**src/rtl/div_unit.sv**
```systemverilog
`default_nettype none
// ============================================================================
//  Module      : div_unit
//  Description : Multi-cycle radix-2 restoring divider for RV32M
//                DIV/DIVU/REM/REMU. Accepts operands from execute, stalls
//                the pipeline while iterating, and presents a one-cycle
//                result strobe with the sign-corrected quotient/remainder.
//  Options     : DIV_EARLY_OUT_EN - when defined, operations whose absolute
//                dividend is below the absolute divisor finish on the
//                one-cycle path (quotient 0, remainder = dividend).
//  Revision    : 1.0 - initial release
// ============================================================================
module div_unit #(
  parameter int XLEN  = 32,
  parameter int CNT_W = 5
) (
  input  logic            clk,
  input  logic            rst,
  input  logic            div_req_i,
  input  logic [2:0]      alu_d_ops_i,
  input  logic [XLEN-1:0] alu_operand_1_i,
  input  logic [XLEN-1:0] alu_operand_2_i,
  input  logic            kill_i,
  output logic            busy_o,
  output logic            done_o,
  output logic [XLEN-1:0] result_o
);

  localparam logic [2:0] C_OP_DIV  = 3'd1;
  localparam logic [2:0] C_OP_DIVU = 3'd2;
  localparam logic [2:0] C_OP_REM  = 3'd3;
  localparam logic [2:0] C_OP_REMU = 3'd4;

  typedef enum logic [1:0] {
    S_IDLE = 2'd0,
    S_CALC = 2'd1,
    S_DONE = 2'd2
  } state_t;

  state_t            r_state;
  state_t            w_next_state;

  logic [CNT_W-1:0]  r_cnt;
  logic [XLEN-1:0]   r_divisor;
  logic [XLEN-1:0]   r_quo;      // starts as |dividend|, shifts out into r_rem
  logic [XLEN-1:0]   r_rem;
  logic              r_q_neg;
  logic              r_r_neg;
  logic              r_rem_op;
  logic [XLEN-1:0]   r_result;

  // ---------------------------------------------------------------------------
  // Request decode and operand preparation
  // ---------------------------------------------------------------------------
  logic              w_op_div;
  logic              w_op_divu;
  logic              w_op_rem;
  logic              w_op_remu;
  logic              w_valid_op;
  logic              w_signed_op;
  logic              w_accept;
  logic              w_op1_neg;
  logic              w_op2_neg;
  logic [XLEN-1:0]   w_abs1;
  logic [XLEN-1:0]   w_abs2;
  logic              w_div_zero;
  logic              w_overflow;
  logic              w_early;
  logic              w_special;

  assign w_op_div    = (alu_d_ops_i == C_OP_DIV);
  assign w_op_divu   = (alu_d_ops_i == C_OP_DIVU);
  assign w_op_rem    = (alu_d_ops_i == C_OP_REM);
  assign w_op_remu   = (alu_d_ops_i == C_OP_REMU);
  assign w_valid_op  = w_op_div | w_op_divu | w_op_rem | w_op_remu;
  assign w_signed_op = w_op_div | w_op_rem;

  assign w_accept    = (r_state == S_IDLE) & div_req_i & w_valid_op & ~kill_i;

  assign w_op1_neg   = w_signed_op & alu_operand_1_i[XLEN-1];
  assign w_op2_neg   = w_signed_op & alu_operand_2_i[XLEN-1];
  assign w_abs1      = w_op1_neg ? -alu_operand_1_i : alu_operand_1_i;
  assign w_abs2      = w_op2_neg ? -alu_operand_2_i : alu_operand_2_i;

  assign w_div_zero  = (alu_operand_2_i == '0);
  // Most-negative / -1 cannot be represented; RISC-V defines the result.
  assign w_overflow  = w_signed_op
                     & (alu_operand_1_i == {1'b1, {(XLEN-1){1'b0}}})
                     & (&alu_operand_2_i);

`ifdef DIV_EARLY_OUT_EN
  assign w_early     = ~w_div_zero & (w_abs1 < w_abs2);
`else
  assign w_early     = 1'b0;
`endif

  assign w_special   = w_div_zero | w_overflow | w_early;

  // ---------------------------------------------------------------------------
  // One restoring iteration: shift {rem, quo} left and trial-subtract.
  // The shifted remainder can reach XLEN+1 bits, so the no-borrow test is a
  // wide compare; the difference itself always fits in XLEN bits.
  // ---------------------------------------------------------------------------
  logic [XLEN:0]     w_shift;
  logic              w_no_borrow;
  logic [XLEN-1:0]   w_sub;
  logic [XLEN-1:0]   w_rem_next;

  assign w_shift     = {r_rem, r_quo[XLEN-1]};
  assign w_no_borrow = (w_shift >= {1'b0, r_divisor});
  assign w_sub       = w_shift[XLEN-1:0] - r_divisor;
  assign w_rem_next  = w_no_borrow ? w_sub : w_shift[XLEN-1:0];

  // ---------------------------------------------------------------------------
  // Sign correction and result selection
  // ---------------------------------------------------------------------------
  logic [XLEN-1:0]   w_final_quo;
  logic [XLEN-1:0]   w_final_rem;
  logic [XLEN-1:0]   w_final;

  assign w_final_quo = r_q_neg ? -r_quo : r_quo;
  assign w_final_rem = r_r_neg ? -r_rem : r_rem;
  assign w_final     = r_rem_op ? w_final_rem : w_final_quo;

  // Live result in DONE, then the captured copy until the next operation.
  assign result_o    = (r_state == S_DONE) ? w_final : r_result;

  // State register
  always_ff @(posedge clk or posedge rst) begin
    if (rst) begin
      r_state <= S_IDLE;
    end else begin
      r_state <= w_next_state;
    end
  end

  // Next-state logic, stall request and result strobe
  always_comb begin
    w_next_state = r_state;
    busy_o       = 1'b0;
    done_o       = 1'b0;
    case (r_state)
      S_IDLE: begin
        busy_o = w_accept;
        if (w_accept) begin
          w_next_state = w_special ? S_DONE : S_CALC;
        end
      end
      S_CALC: begin
        busy_o = 1'b1;
        if (r_cnt == '0) begin
          w_next_state = S_DONE;
        end
      end
      S_DONE: begin
        done_o       = ~kill_i;
        w_next_state = S_IDLE;
      end
      default: begin
        w_next_state = S_IDLE;
      end
    endcase
    if (kill_i) begin
      w_next_state = S_IDLE;
    end
  end

  // Operand capture on acceptance and the iterative datapath
  always_ff @(posedge clk or posedge rst) begin
    if (rst) begin
      r_cnt     <= '0;
      r_divisor <= '0;
      r_quo     <= '0;
      r_rem     <= '0;
      r_q_neg   <= 1'b0;
      r_r_neg   <= 1'b0;
      r_rem_op  <= 1'b0;
    end else if (w_accept) begin
      r_cnt     <= CNT_W'(XLEN-1);
      r_divisor <= w_abs2;
      r_rem_op  <= w_op_rem | w_op_remu;
      if (w_div_zero) begin
        // Results are final as stored: no sign correction applies.
        r_quo   <= '1;
        r_rem   <= alu_operand_1_i;
        r_q_neg <= 1'b0;
        r_r_neg <= 1'b0;
      end else if (w_overflow) begin
        r_quo   <= {1'b1, {(XLEN-1){1'b0}}};
        r_rem   <= '0;
        r_q_neg <= 1'b0;
        r_r_neg <= 1'b0;
      end else if (w_early) begin
        r_quo   <= '0;
        r_rem   <= alu_operand_1_i;
        r_q_neg <= 1'b0;
        r_r_neg <= 1'b0;
      end else begin
        r_quo   <= w_abs1;
        r_rem   <= '0;
        r_q_neg <= w_op1_neg ^ w_op2_neg;
        r_r_neg <= w_op1_neg;
      end
    end else if (r_state == S_CALC) begin
      r_rem <= w_rem_next;
      r_quo <= {r_quo[XLEN-2:0], w_no_borrow};
      r_cnt <= r_cnt - 1'b1;
    end
  end

  // Hold the presented result after DONE
  always_ff @(posedge clk or posedge rst) begin
    if (rst) begin
      r_result <= '0;
    end else if (r_state == S_DONE) begin
      r_result <= w_final;
    end
  end

endmodule
`default_nettype wire

```
**config.mk**
```make
export PLATFORM = sky130hd
export DESIGN_NAME = div_unit
export DESIGN_NICKNAME = d
export VERILOG_FILES = /design/src/rtl/div_unit.sv
export SDC_FILE = /design/constraint.sdc
export NUM_CORES = 1
export LEC_CHECK = 0
export ABC_AREA = 1
export BUFFER_PORTS_ARGS = -buffer_cell sky130_fd_sc_hd__buf_2
export CORE_MARGIN = 2
export CORE_UTILIZATION = 40
export DETAILED_ROUTE_END_ITERATION = 12
export PLACE_DENSITY = 0.59
export SLEW_MARGIN = 40
export SYNTH_ARGS = -nofsm -noshare
export SYNTH_HDL_FRONTEND = slang
export SYNTH_SLANG_ARGS = --single-unit
export TNS_END_PERCENT = 10
```
**constraint.sdc**
```tcl
create_clock -name clk -period 4.6 [get_ports clk]
set_input_delay 1.15 -clock clk [delete_from_list [all_inputs] [get_ports clk]]
set_output_delay 1.15 -clock clk [all_outputs]
set_load 0.02 [all_outputs]
```
==> impl_summary.log <==
[metrics] final hold slack: 471.2 ps
[metrics] Min-Delay Startpoint: r_result[27]
[metrics] final worst setup slack: 364.5 ps
[metrics] achievable frequency: 236.1 MHz
[metrics] terminus of the critical flop-to-flop path: r_quo[0]
[metrics] ordered list of cells on the worst path: inv_1 -> ha_1 -> nand3_1 -> nor2_2 -> nand2_1 -> nor2_2 -> nand2_1 -> o21ai_0 -> or2_2 -> nand3_1 -> nand2_1 -> nand2_1 -> nand2_1 -> buf_2
[metrics] count of pins over their slew limit: 0
[metrics] clock sinks: 138
[metrics] Worst Max-Slew Pin Slew: 749.0 ps
[metrics] clock transition at the registers of the reported paths: 70 ps
[metrics] number of synthesis warnings: 0
[metrics] number of iterations in the first detailed-routing pass: 5
[metrics] worst clock skew on the final layout: 11.16 ps
[metrics] effective utilization at floorplan: 0.4032
[metrics] fraction of registers with async set or reset after synthesis: 1.000
[metrics] maximum fanout along the worst path: 5
[metrics] Slowest-stage cell, CP: dfrtp_1
[metrics] critical path class: reg -> out
[metrics] clock period minus worst slack: 4236 ps
[metrics] area share of the leading cell type in the synthesized netlist: 0.2646
[metrics] largest voltage drop on the vdd net: 0.0003448 V
[metrics] CTS Buf Count: 17
[metrics] synthesized net count: 2267
[metrics] required time at the endpoint of the critical path: 3450 ps
[metrics] area of the core: 0.03237 sq mm
[metrics] class of the tightest hold or removal check: reg -> reg
[metrics] unique cell type count in the Yosys netlist: 48
[metrics] sum of routed wire length over all layers: 51440 microns
[metrics] Max-cap violations: 0
[metrics] number of instances in the synthesized netlist: 2156
[metrics] Detailed Route Iter0 Violations: 1459
[metrics] count of flip-flops with a built-in enable after synthesis: 0
[metrics] most used standard cell by instance count after synthesis: nand2_1
[metrics] Worst Reg-to-Reg Cells: 12
[metrics] final std cells w/o fill: 2679
[metrics] # resized after CTS: 0
[metrics] DR vias: 14490
[metrics] run status: complete, no violations
[metrics] synthesized area: 0.01305 sq mm
[metrics] worst path arrival time: 3090 ps
[metrics] Static Leakage: 0.007350 uW
[metrics] setup-violating endpoint count in the final report: 0
[metrics] slowest cell delay on critical path: 420 ps
[metrics] cell types with the largest area share after synthesis: dfrtp_1 (26%), nand2_1 (19%), nand3_1 (8.8%), inv_1 (8.3%), nor2_1 (6.5%)
[metrics] Final #Nets: 2335
[metrics] Via-to-Cell Ratio: 5.408
[metrics] H-tree lvl count: 4
[metrics] Crit. End Element: primary output
[metrics] antenna violations before repair: 1
[metrics] CTS root buf: clkbuf_16
[metrics] kind of start point of the critical path: register
[metrics] Port Buffer Count: 104
[metrics] die area: 0.03409 sq mm
[metrics] count of placed standard cells including taps: 2647
[metrics] post-synth top area cell: dfrtp_1
[metrics] number of stages on the worst hold path: 2
[metrics] later-pin clock latency in the skew report: 450 ps
[metrics] post-detailed-placement half-perimeter wirelength: 40100 microns
[metrics] n_diodes: 0
[metrics] proportion of layout cells with a drive suffix above 1: 0.09388
[metrics] worst-case hold path end point: r_result[27]
[metrics] TritonCTS clock tree: built
[metrics] final worst path period share: 0.9208
[metrics] global route overflow: 0
[metrics] antenna viol nets, final: 0
[metrics] most used cell, CP: nand2_1
[metrics] first-pass GRT wire length: 78670 microns
[metrics] Die W: 184.6 microns
[metrics] num rows: 66
[metrics] worst reg2reg setup slack: 1400 ps
[metrics] reg2reg start: r_rem[10]
[metrics] DRC viols: 0
[metrics] Most used DFF post-synth: dfrtp_1
[metrics] Pwr per Cell Area: 671.0 mW/mm^2
[metrics] Setup Buffers After CTS: 0
[metrics] sequential share of the synthesized area: 0.2646
[metrics] minimum setup slack after placement: 900.6 ps
[metrics] Sum Neg Setup Slack: 0 ps
[metrics] die height: 184.6 microns
[metrics] pin count of the biggest net entering global routing: 94
[metrics] signed area change from the synthesized netlist to the final layout: 10.76%
[metrics] unrepaired setup endpoints after global routing: no
[metrics] mean area per synthesized cell: 6.054 sq um
[metrics] most frequent cells after synthesis: nand2_1 (655), inv_1 (289), nand3_1 (229), nor2_1 (225), dfrtp_1 (138)
[metrics] gp weighted congestion: 0.9501
[metrics] number of global-route vias before repair: 13500
[metrics] final count of hold timing violations: 0
[metrics] detailed-route wire length per cell: 19.20 microns
[metrics] Max Buffers Root-to-Sink: 2
[metrics] overall fraction of global-route tracks in use: 0.3076
[metrics] Post-CTS Hold Fix Bufs: 0
[metrics] number of synthesized register bits: 138
[metrics] Worst slew margin: 0.5006
[metrics] number of placed I/O pins: 105
how the worst max path moves through the flow:
stage                         to  slack [ps]           start
floorplan                 busy_o        1120  alu_d_ops_i[1]
global placement    result_o[30]         960        r_rem[0]
detailed placement  result_o[30]         900        r_rem[0]
CTS                 result_o[30]         410        r_rem[0]
global route        result_o[30]          60        r_rem[0]
finish              result_o[20]         360        r_rem[0]
worst max-delay path, delay by kind of cell, from the launching register on:
kind	cells	cell delay, ps
AOI/OAI and AO/OA	1	220
adders and majority gates	1	220
and+or+nand+nor	10	1440
DFF	1	420
buffers and inverters	2	320
per-layer routing:
| metal | vias up | GRT usage | share of wire | routed length, microns |
|---|---|---|---|---|
| met2 | 538 | 0.4573 | 0.42 | 21830 |
| met3 | 89 | 0.04347 | 0.070 | 3607 |
| met1 | 6766 | 0.4434 | 0.47 | 24020 |
| li1 | 7094 | - | - | - |
| met5 | - | 0 | 0 | 0 |
| met4 | 0 | 0.1302 | 0.038 | 1980 |
metrics by stage:
| stage | area [sq um] | power, uW | util |
|---|---|---|---|
| floorplan | 13060 | 6410 | - |
| global placement | 13880 | 8191 | 0.4288 |
| detailed placement | 13880 | 8225 | 0.4289 |
| CTS | 14450 | 9654 | 0.4465 |
| global route | 14460 | 10580 | 0.4466 |
| finish | 14460 | 9701 | 0.4466 |
placed cells by master (no fill, tap or decap), types with 3 or more instances in the layout:
cell,Yosys,final
clkbuf_8,3,3
nor4_1,9,9
o211ai_1,12,12
clkbuf_16,0,17
dfrtp_1,138,138
nor2_1,225,224
o21ai_0,136,136
ha_1,39,39
nor2_4,4,4
nand4_1,35,35
o21bai_1,11,11
nand2_2,4,4
buf_4,6,16
o21ai_1,4,4
a21oi_2,11,11
nand2_4,4,4
o22ai_1,16,16
a31oi_1,20,20
a21oi_1,105,105
o31ai_1,8,8
a21o_1,3,3
xor2_1,33,33
nand3_1,229,229
or2_2,6,6
inv_2,2,3
clkinv_2,0,3
clkinvlp_4,0,4
buf_2,12,104
nor2_2,11,12
xnor2_1,18,18
clkinv_4,0,3
nor3_1,26,26
nand3b_1,12,12
nand2_1,655,655
inv_1,289,287
kinds of logic (layout without fill, tap and decap cells):
family	count (synthesis)	count (layout)	synth area share
XOR/XNOR	51	51	0.03422
AND/OR/NAND/NOR	1230	1230	0.4048
adder cells (fa/ha/maj)	40	40	0.03892
AO/OA/AOI/OAI	330	330	0.1411
flip-flops	138	138	0.2646
buffers and inverters	367	448	0.1164
sequential cells by signal, summed over array words and instances (netlist names):
signal / cells
r_cnt: 5
r_divisor: 32
r_q_neg: 1
r_quo: 32
r_r_neg: 1
r_rem: 32
r_rem_op: 1
r_result: 32
r_state: 2
report_power, final:
group | internal (uW) | switching (uW)
Clock | 786 | 599
Sequential | 1720 | 546
Combinational | 1950 | 4110
Total | 4450 | 5250
cell type report:
type	instances	area, sq um
clock buffers	22	474.2
inverters	293	1116
repair buffers	123	683.2
clock inverters	10	93.84
well taps	442	553.0
multi-input cells	1651	8083
flip-flops and latches	138	3453
fillers	3582	17910
(Power assumes the default switching activity.)
